## src/rtl/dm_sba_axi_bridge.sv

```systemverilog
// Bridges the debug module system-bus-access port (req/gnt/r_valid) onto single-beat AXI4
// transactions, one outstanding at a time, with a sticky error flag for the debugger.
module dm_sba_axi_bridge #(
    parameter int ADDR_WIDTH = 64,
    parameter int DATA_WIDTH = 64,
    parameter int ID_WIDTH   = 4,
    parameter int AXI_ID     = 0
) (
    input  logic                    clk,
    input  logic                    rst,
    input  logic                    req_i,
    output logic                    gnt_o,
    input  logic [ADDR_WIDTH-1:0]   addr_i,
    input  logic                    we_i,
    input  logic [DATA_WIDTH-1:0]   wdata_i,
    input  logic [DATA_WIDTH/8-1:0] be_i,
    output logic                    r_valid_o,
    output logic [DATA_WIDTH-1:0]   r_rdata_o,
    output logic                    r_err_o,
    output logic                    err_sticky_o,
    input  logic                    err_clr_i,
    output logic                    busy_o,
    output logic                    aw_valid_o,
    input  logic                    aw_ready_i,
    output logic [ADDR_WIDTH-1:0]   aw_addr_o,
    output logic [ID_WIDTH-1:0]     aw_id_o,
    output logic [7:0]              aw_len_o,
    output logic [2:0]              aw_size_o,
    output logic [1:0]              aw_burst_o,
    output logic                    w_valid_o,
    input  logic                    w_ready_i,
    output logic [DATA_WIDTH-1:0]   w_data_o,
    output logic [DATA_WIDTH/8-1:0] w_strb_o,
    output logic                    w_last_o,
    input  logic                    b_valid_i,
    output logic                    b_ready_o,
    input  logic [1:0]              b_resp_i,
    input  logic [ID_WIDTH-1:0]     b_id_i,
    output logic                    ar_valid_o,
    input  logic                    ar_ready_i,
    output logic [ADDR_WIDTH-1:0]   ar_addr_o,
    output logic [ID_WIDTH-1:0]     ar_id_o,
    output logic [7:0]              ar_len_o,
    output logic [2:0]              ar_size_o,
    output logic [1:0]              ar_burst_o,
    input  logic                    r_valid_i,
    output logic                    r_ready_o,
    input  logic [DATA_WIDTH-1:0]   r_data_i,
    input  logic [1:0]              r_resp_i,
    input  logic [ID_WIDTH-1:0]     r_id_i,
    input  logic                    r_last_i
);
    localparam logic [2:0] AXI_SIZE = (DATA_WIDTH == 64) ? 3'd3 : 3'd2;

    typedef enum logic [2:0] {S_IDLE, S_WRITE, S_B, S_AR, S_R} state_e;

    state_e                  state_q, state_d;
    logic [ADDR_WIDTH-1:0]   addr_q, addr_d;
    logic [DATA_WIDTH-1:0]   wdata_q, wdata_d;
    logic [DATA_WIDTH/8-1:0] be_q, be_d;
    logic                    aw_valid_q, aw_valid_d;
    logic                    w_valid_q, w_valid_d;
    logic                    ar_valid_q, ar_valid_d;
    logic                    r_valid_q, r_valid_d;
    logic [DATA_WIDTH-1:0]   rdata_q, rdata_d;
    logic                    r_err_q, r_err_d;
    logic                    err_sticky_q, err_sticky_d;

    // Single-beat transfers with a fixed ID: response IDs and r_last carry no information.
    logic unused_resp_fields;
    assign unused_resp_fields = ^{b_id_i, r_id_i, r_last_i};

    always_comb begin
        state_d    = state_q;
        addr_d     = addr_q;
        wdata_d    = wdata_q;
        be_d       = be_q;
        aw_valid_d = aw_valid_q;
        w_valid_d  = w_valid_q;
        ar_valid_d = ar_valid_q;
        r_valid_d  = 1'b0;
        rdata_d    = rdata_q;
        r_err_d    = r_err_q;
        gnt_o      = 1'b0;
        unique case (state_q)
            S_IDLE: begin
                if (req_i && !rst) begin
                    gnt_o   = 1'b1;
                    addr_d  = addr_i;
                    wdata_d = wdata_i;
                    be_d    = be_i;
                    if (we_i) begin
                        aw_valid_d = 1'b1;
                        w_valid_d  = 1'b1;
                        state_d    = S_WRITE;
                    end else begin
                        ar_valid_d = 1'b1;
                        state_d    = S_AR;
                    end
                end
            end
            S_WRITE: begin
                // AW and W complete independently; leave once neither is still pending.
                if (aw_ready_i) aw_valid_d = 1'b0;
                if (w_ready_i)  w_valid_d  = 1'b0;
                if ((!aw_valid_q || aw_ready_i) && (!w_valid_q || w_ready_i))
                    state_d = S_B;
            end
            S_B: begin
                if (b_valid_i) begin
                    r_valid_d = 1'b1;
                    rdata_d   = '0;
                    r_err_d   = b_resp_i[1];
                    state_d   = S_IDLE;
                end
            end
            S_AR: begin
                if (ar_ready_i) begin
                    ar_valid_d = 1'b0;
                    state_d    = S_R;
                end
            end
            S_R: begin
                if (r_valid_i) begin
                    r_valid_d = 1'b1;
                    rdata_d   = r_data_i;
                    r_err_d   = r_resp_i[1];
                    state_d   = S_IDLE;
                end
            end
            default: state_d = S_IDLE;
        endcase

        // A new error outranks a simultaneous clear so no error is ever lost.
        err_sticky_d = err_sticky_q;
        if (err_clr_i)              err_sticky_d = 1'b0;
        if (r_valid_d && r_err_d)   err_sticky_d = 1'b1;
    end

    always_ff @(posedge clk) begin
        if (rst) begin
            state_q      <= S_IDLE;
            addr_q       <= '0;
            wdata_q      <= '0;
            be_q         <= '0;
            aw_valid_q   <= 1'b0;
            w_valid_q    <= 1'b0;
            ar_valid_q   <= 1'b0;
            r_valid_q    <= 1'b0;
            rdata_q      <= '0;
            r_err_q      <= 1'b0;
            err_sticky_q <= 1'b0;
        end else begin
            state_q      <= state_d;
            addr_q       <= addr_d;
            wdata_q      <= wdata_d;
            be_q         <= be_d;
            aw_valid_q   <= aw_valid_d;
            w_valid_q    <= w_valid_d;
            ar_valid_q   <= ar_valid_d;
            r_valid_q    <= r_valid_d;
            rdata_q      <= rdata_d;
            r_err_q      <= r_err_d;
            err_sticky_q <= err_sticky_d;
        end
    end

    assign busy_o       = (state_q != S_IDLE);
    assign r_valid_o    = r_valid_q;
    assign r_rdata_o    = rdata_q;
    assign r_err_o      = r_err_q;
    assign err_sticky_o = err_sticky_q;

    assign aw_valid_o = aw_valid_q;
    assign aw_addr_o  = addr_q;
    assign aw_id_o    = ID_WIDTH'(AXI_ID);
    assign aw_len_o   = 8'd0;
    assign aw_size_o  = AXI_SIZE;
    assign aw_burst_o = 2'b01;

    assign w_valid_o = w_valid_q;
    assign w_data_o  = wdata_q;
    assign w_strb_o  = be_q;
    assign w_last_o  = 1'b1;

    assign b_ready_o = (state_q == S_B);

    assign ar_valid_o = ar_valid_q;
    assign ar_addr_o  = addr_q;
    assign ar_id_o    = ID_WIDTH'(AXI_ID);
    assign ar_len_o   = 8'd0;
    assign ar_size_o  = AXI_SIZE;
    assign ar_burst_o = 2'b01;

    assign r_ready_o = (state_q == S_R);
endmodule

```

## config.mk

```make
export PLATFORM = sky130hd
export DESIGN_NAME = dm_sba_axi_bridge
export DESIGN_NICKNAME = d
export VERILOG_FILES = /design/src/rtl/dm_sba_axi_bridge.sv
export SDC_FILE = /design/constraint.sdc
export NUM_CORES = 1
export LEC_CHECK = 0
export CAP_MARGIN = 5
export CORE_AREA = 4 4 206 208
export DETAILED_ROUTE_END_ITERATION = 16
export DIE_AREA = 0 0 210 212
export GPL_TIMING_DRIVEN = 0
export PLACE_DENSITY_LB_ADDON = 0.08
export SLEW_MARGIN = 20
export SYNTH_ARGS = -nofsm -noshare
export SYNTH_HDL_FRONTEND = slang
export SYNTH_SLANG_ARGS = --single-unit
```

## constraint.sdc

```tcl
create_clock -name clk -period 2.1 [get_ports clk]
set_input_delay 0.315 -clock clk [delete_from_list [all_inputs] [get_ports clk]]
set_output_delay 0.315 -clock clk [all_outputs]
set_load 0.01 [all_outputs]
```

==> impl_results.md <==
- Share of the synthesized area in the top cell type: 50.7%
- Core area: 0.0406 mm^2
- Yosys reg bits: 209
- Layout Utilization: 36.5%
- CP arrival: 1710 ps
- Total GRT Usage: 15.7%
- DP Worst Slack: -468 ps
- Rel. slew slack: 44.6%
- Cells after synthesis: 961
- Setup TNS: 0 ps
- RSZ-0062 raised after global routing: true
- ANT nets after route: 0
- Synth area leaders: dfxtp_1 51%, nand2_1 13%, buf_4 9.6%
- Sequential share of the synthesized area: 50.7%
- Worst-Skew Late Latency: 540 ps
- Htree depth: 1
- R2R Setup Slk: 230 ps
- Yosys top cell by area: dfxtp_1
- Final WL: 37300 um
- Syn Std Cell Area: 0.00825 mm^2
- Sw Share: 28.9%
- Number of buffers inserted by hold repair at cts: 0
- Slew @ Worst Pin: 831 ps
- Buf+Inv Stages, Crit Path: 3
- Commonest non-fill, non-tap cell in the layout: clkdlybuf4s50_1
- Number of buffers created by CTS: 27
- Drt initial violations: 268
- Grt ovf: 0
- CTS clk-pin slew, worst paths: 50 ps
- Maximum clock path buffer count: 3
- Routed via count: 8259
- Via-to-Cell Ratio: 3.98
- HP Class: input port to flop
- Synth-to-layout area growth: 79.5%
- Remaining DRCs: 0
- Root Buffer: clkbuf_16
- Routed wire per std cell: 18.0 um
- PwrDens: 861 mW/mm^2
- Die span in x: 210 um
- Worst EP required: 1780 ps
- Critical path, cell by cell: buf_6, or3_4, nor2_4, buf_12, buf_8
- Die ar.: 0.0445 mm^2
- Vias in the first global route: 8149
- P_sw: 3.69 mW
- P_int: 9.06 mW
- Warnings, synthesis: 0
- CP Class: flop to primary output
- Critical Path Sink Type: primary output
- Clock Power Share: 33.9%
- Crit-path max cell delay: 350 ps
- Final non-filler cell total: 2073
- CTS sink cnt: 209
- HPWL after DPL: 29900 um
- Setup-failing EPs final: 0
- GPL Wtd Cong: 0.790
- Pwr Total: 12.7 mW
- Die Ht: 212 um
- Largest net degree at the start of global routing: 20
- Setup Skew: 7.99 ps
- Status: finished clean
- Fillcell total: 4244
- CP max FO: 10
- Initial Util: 20.3%
- Placed insts: 2010
- Seq pwr share: 37.3%
- Layout cells sized above 1: 16.3%
- Most frequent cells in the layout: 480 x clkdlybuf4s50_1, 275 x nand2_1, 208 x dfxtp_1
- F_max: 494 MHz
- Initial antenna violation count: 11
- Max-cap violation count: 0
- Part of the power in combinational logic: 28.9%
- CP top delay family: simple AND/OR/NAND/NOR gates
- Slew Viols, Final: 0
- Io pins: 532
- Worst vdd ir: 0.501 mV
- First-pass GRT wire length: 53400 um
- Row count: 74
- Post-synthesis cell type count: 34
- Hold Violations, Final: 0
- Leak: 5.68 nW
- Period utilization: 96.3%
- Detailed Routing Iterations Pass 1: 5
- Fin worst setup slack: 77.1 ps
- Critical-path top delay cell: or3_4
- Startpoint types: flop
- TritonCTS clock tree: yes
- Minimum clock period: 2020 ps
- Avg Synthesized Cell Area: 8.59 um^2
- Port buffer count: 484
- Nets: 1738
==> registers in the layout, indices dropped and copies added (netlist names) <==
register and cells:
ar_addr_o 64, r_rdata_o 64, w_data_o 64, w_strb_o 8, state_q 3, ar_valid_o 1
aw_valid_o 1, err_sticky_o 1, r_err_o 1, r_valid_o 1, w_valid_o 1
==> cell type report <==
class                   count  area, um^2  area share [%]
multi-input cells         616        3070            20.7
plain buffers             167        1130            7.63
inverters                   1        3.75          0.0253
clock inverters             4        23.8           0.161
clock buffers              43         796            5.37
diodes                      8        20.0           0.135
well taps                 532         666            4.50
flip-flops and latches    209        4190            28.3
repair buffers            493        4910            33.2
==> final timing paths <==
| kind | from | to | cells past startpoint |
|---|---|---|---|
| hold reg to reg | w_data_o[54]$_SDFFE_PP0P_ | w_data_o[54]$_SDFFE_PP0P_ | 2 |
| hold / removal | wdata_i[21] | w_data_o[21]$_SDFFE_PP0P_ | 3 |
| setup / recovery | state_q[1]$_SDFFE_PP0P_ | gnt_o | 5 |
| setup reg to reg | state_q[1]$_SDFFE_PP0P_ | ar_addr_o[61]$_SDFFE_PP0P_ | 8 |
==> metrics by stage <==
step           hold WS, ps  cell area, um^2
6_report               331            14800
5_1_grt                313            14800
4_1_cts                295            14700
3_5_place_dp           450            13900
3_3_place_gp           443            13900
2_1_floorplan          424             8370
==> power groups by stage <==
| stage | clock, mW | sequential (mW) | combinational (mW) |
|---|---|---|---|
| after global placement | 0 | 4.83 | 3.71 |
| after detailed placement | 0 | 4.84 | 3.70 |
| final | 4.32 | 4.75 | 3.68 |
| after floorplan | 0 | 4.96 | 1.39 |
| after global routing | 4.65 | 4.82 | 3.96 |
| after CTS | 4.51 | 4.76 | 3.72 |
==> worst reg2reg max path: cells and delay by family, from the launching register on <==
| kind | cells | cell delay [ps] |
|---|---|---|
| buffers and inverters | 5 | 820 |
| and+or+nand+nor | 2 | 490 |
| DFF | 1 | 300 |
| AOI/OAI and AO/OA | 1 | 120 |
==> layer usage <==
metal	routed length (um)	global-route usage, %	vias up
met3	3600	6.14	53
met2	18300	27.5	330
li1	-	-	4159
met4	721	4.23	8
met1	14700	17.8	3709
met5	48	0	-
==> synth_stat cells <==
master and n:
mux2i_1 1, clkbuf_1 29, buf_4 106, a32oi_1 1
nor4bb_1 1, buf_1 1, buf_2 23, and3_1 1
o2111ai_1 1, conb_1 2, or3_1 2, dfxtp_1 209
o21ai_2 60, or3_4 1, a21o_1 1, nor2_1 71
nor3_1 1, clkinv_1 1, nor2b_1 2, nand2b_1 5
nand3b_1 2, nand4b_1 1, nand2_1 275, a31o_2 1
o211a_1 1, nor2_4 1, a2bb2oi_1 3, buf_6 8
clkbuf_2 1, nand3_1 1, o211ai_1 1, a21oi_1 5
a22oi_1 64, o21ai_0 78
==> logic make-up after synthesis <==
| family | after synthesis | synth area share, % |
|---|---|---|
| simple gates | 364 | 17.3 |
| compound gates | 216 | 18.2 |
| flops | 209 | 50.7 |
| buf+inv | 169 | 13.6 |
| other cells | 2 | 0.0910 |
| mux | 1 | 0.121 |
==> repair_timing <==
action	CTS	global route
resized for setup	17	0
pin swaps	2	1
buffers inserted	1	8
cloned	0	0
endpoints found under the setup margin	4	1
No activity file was read; power rests on OpenSTA's default activity.
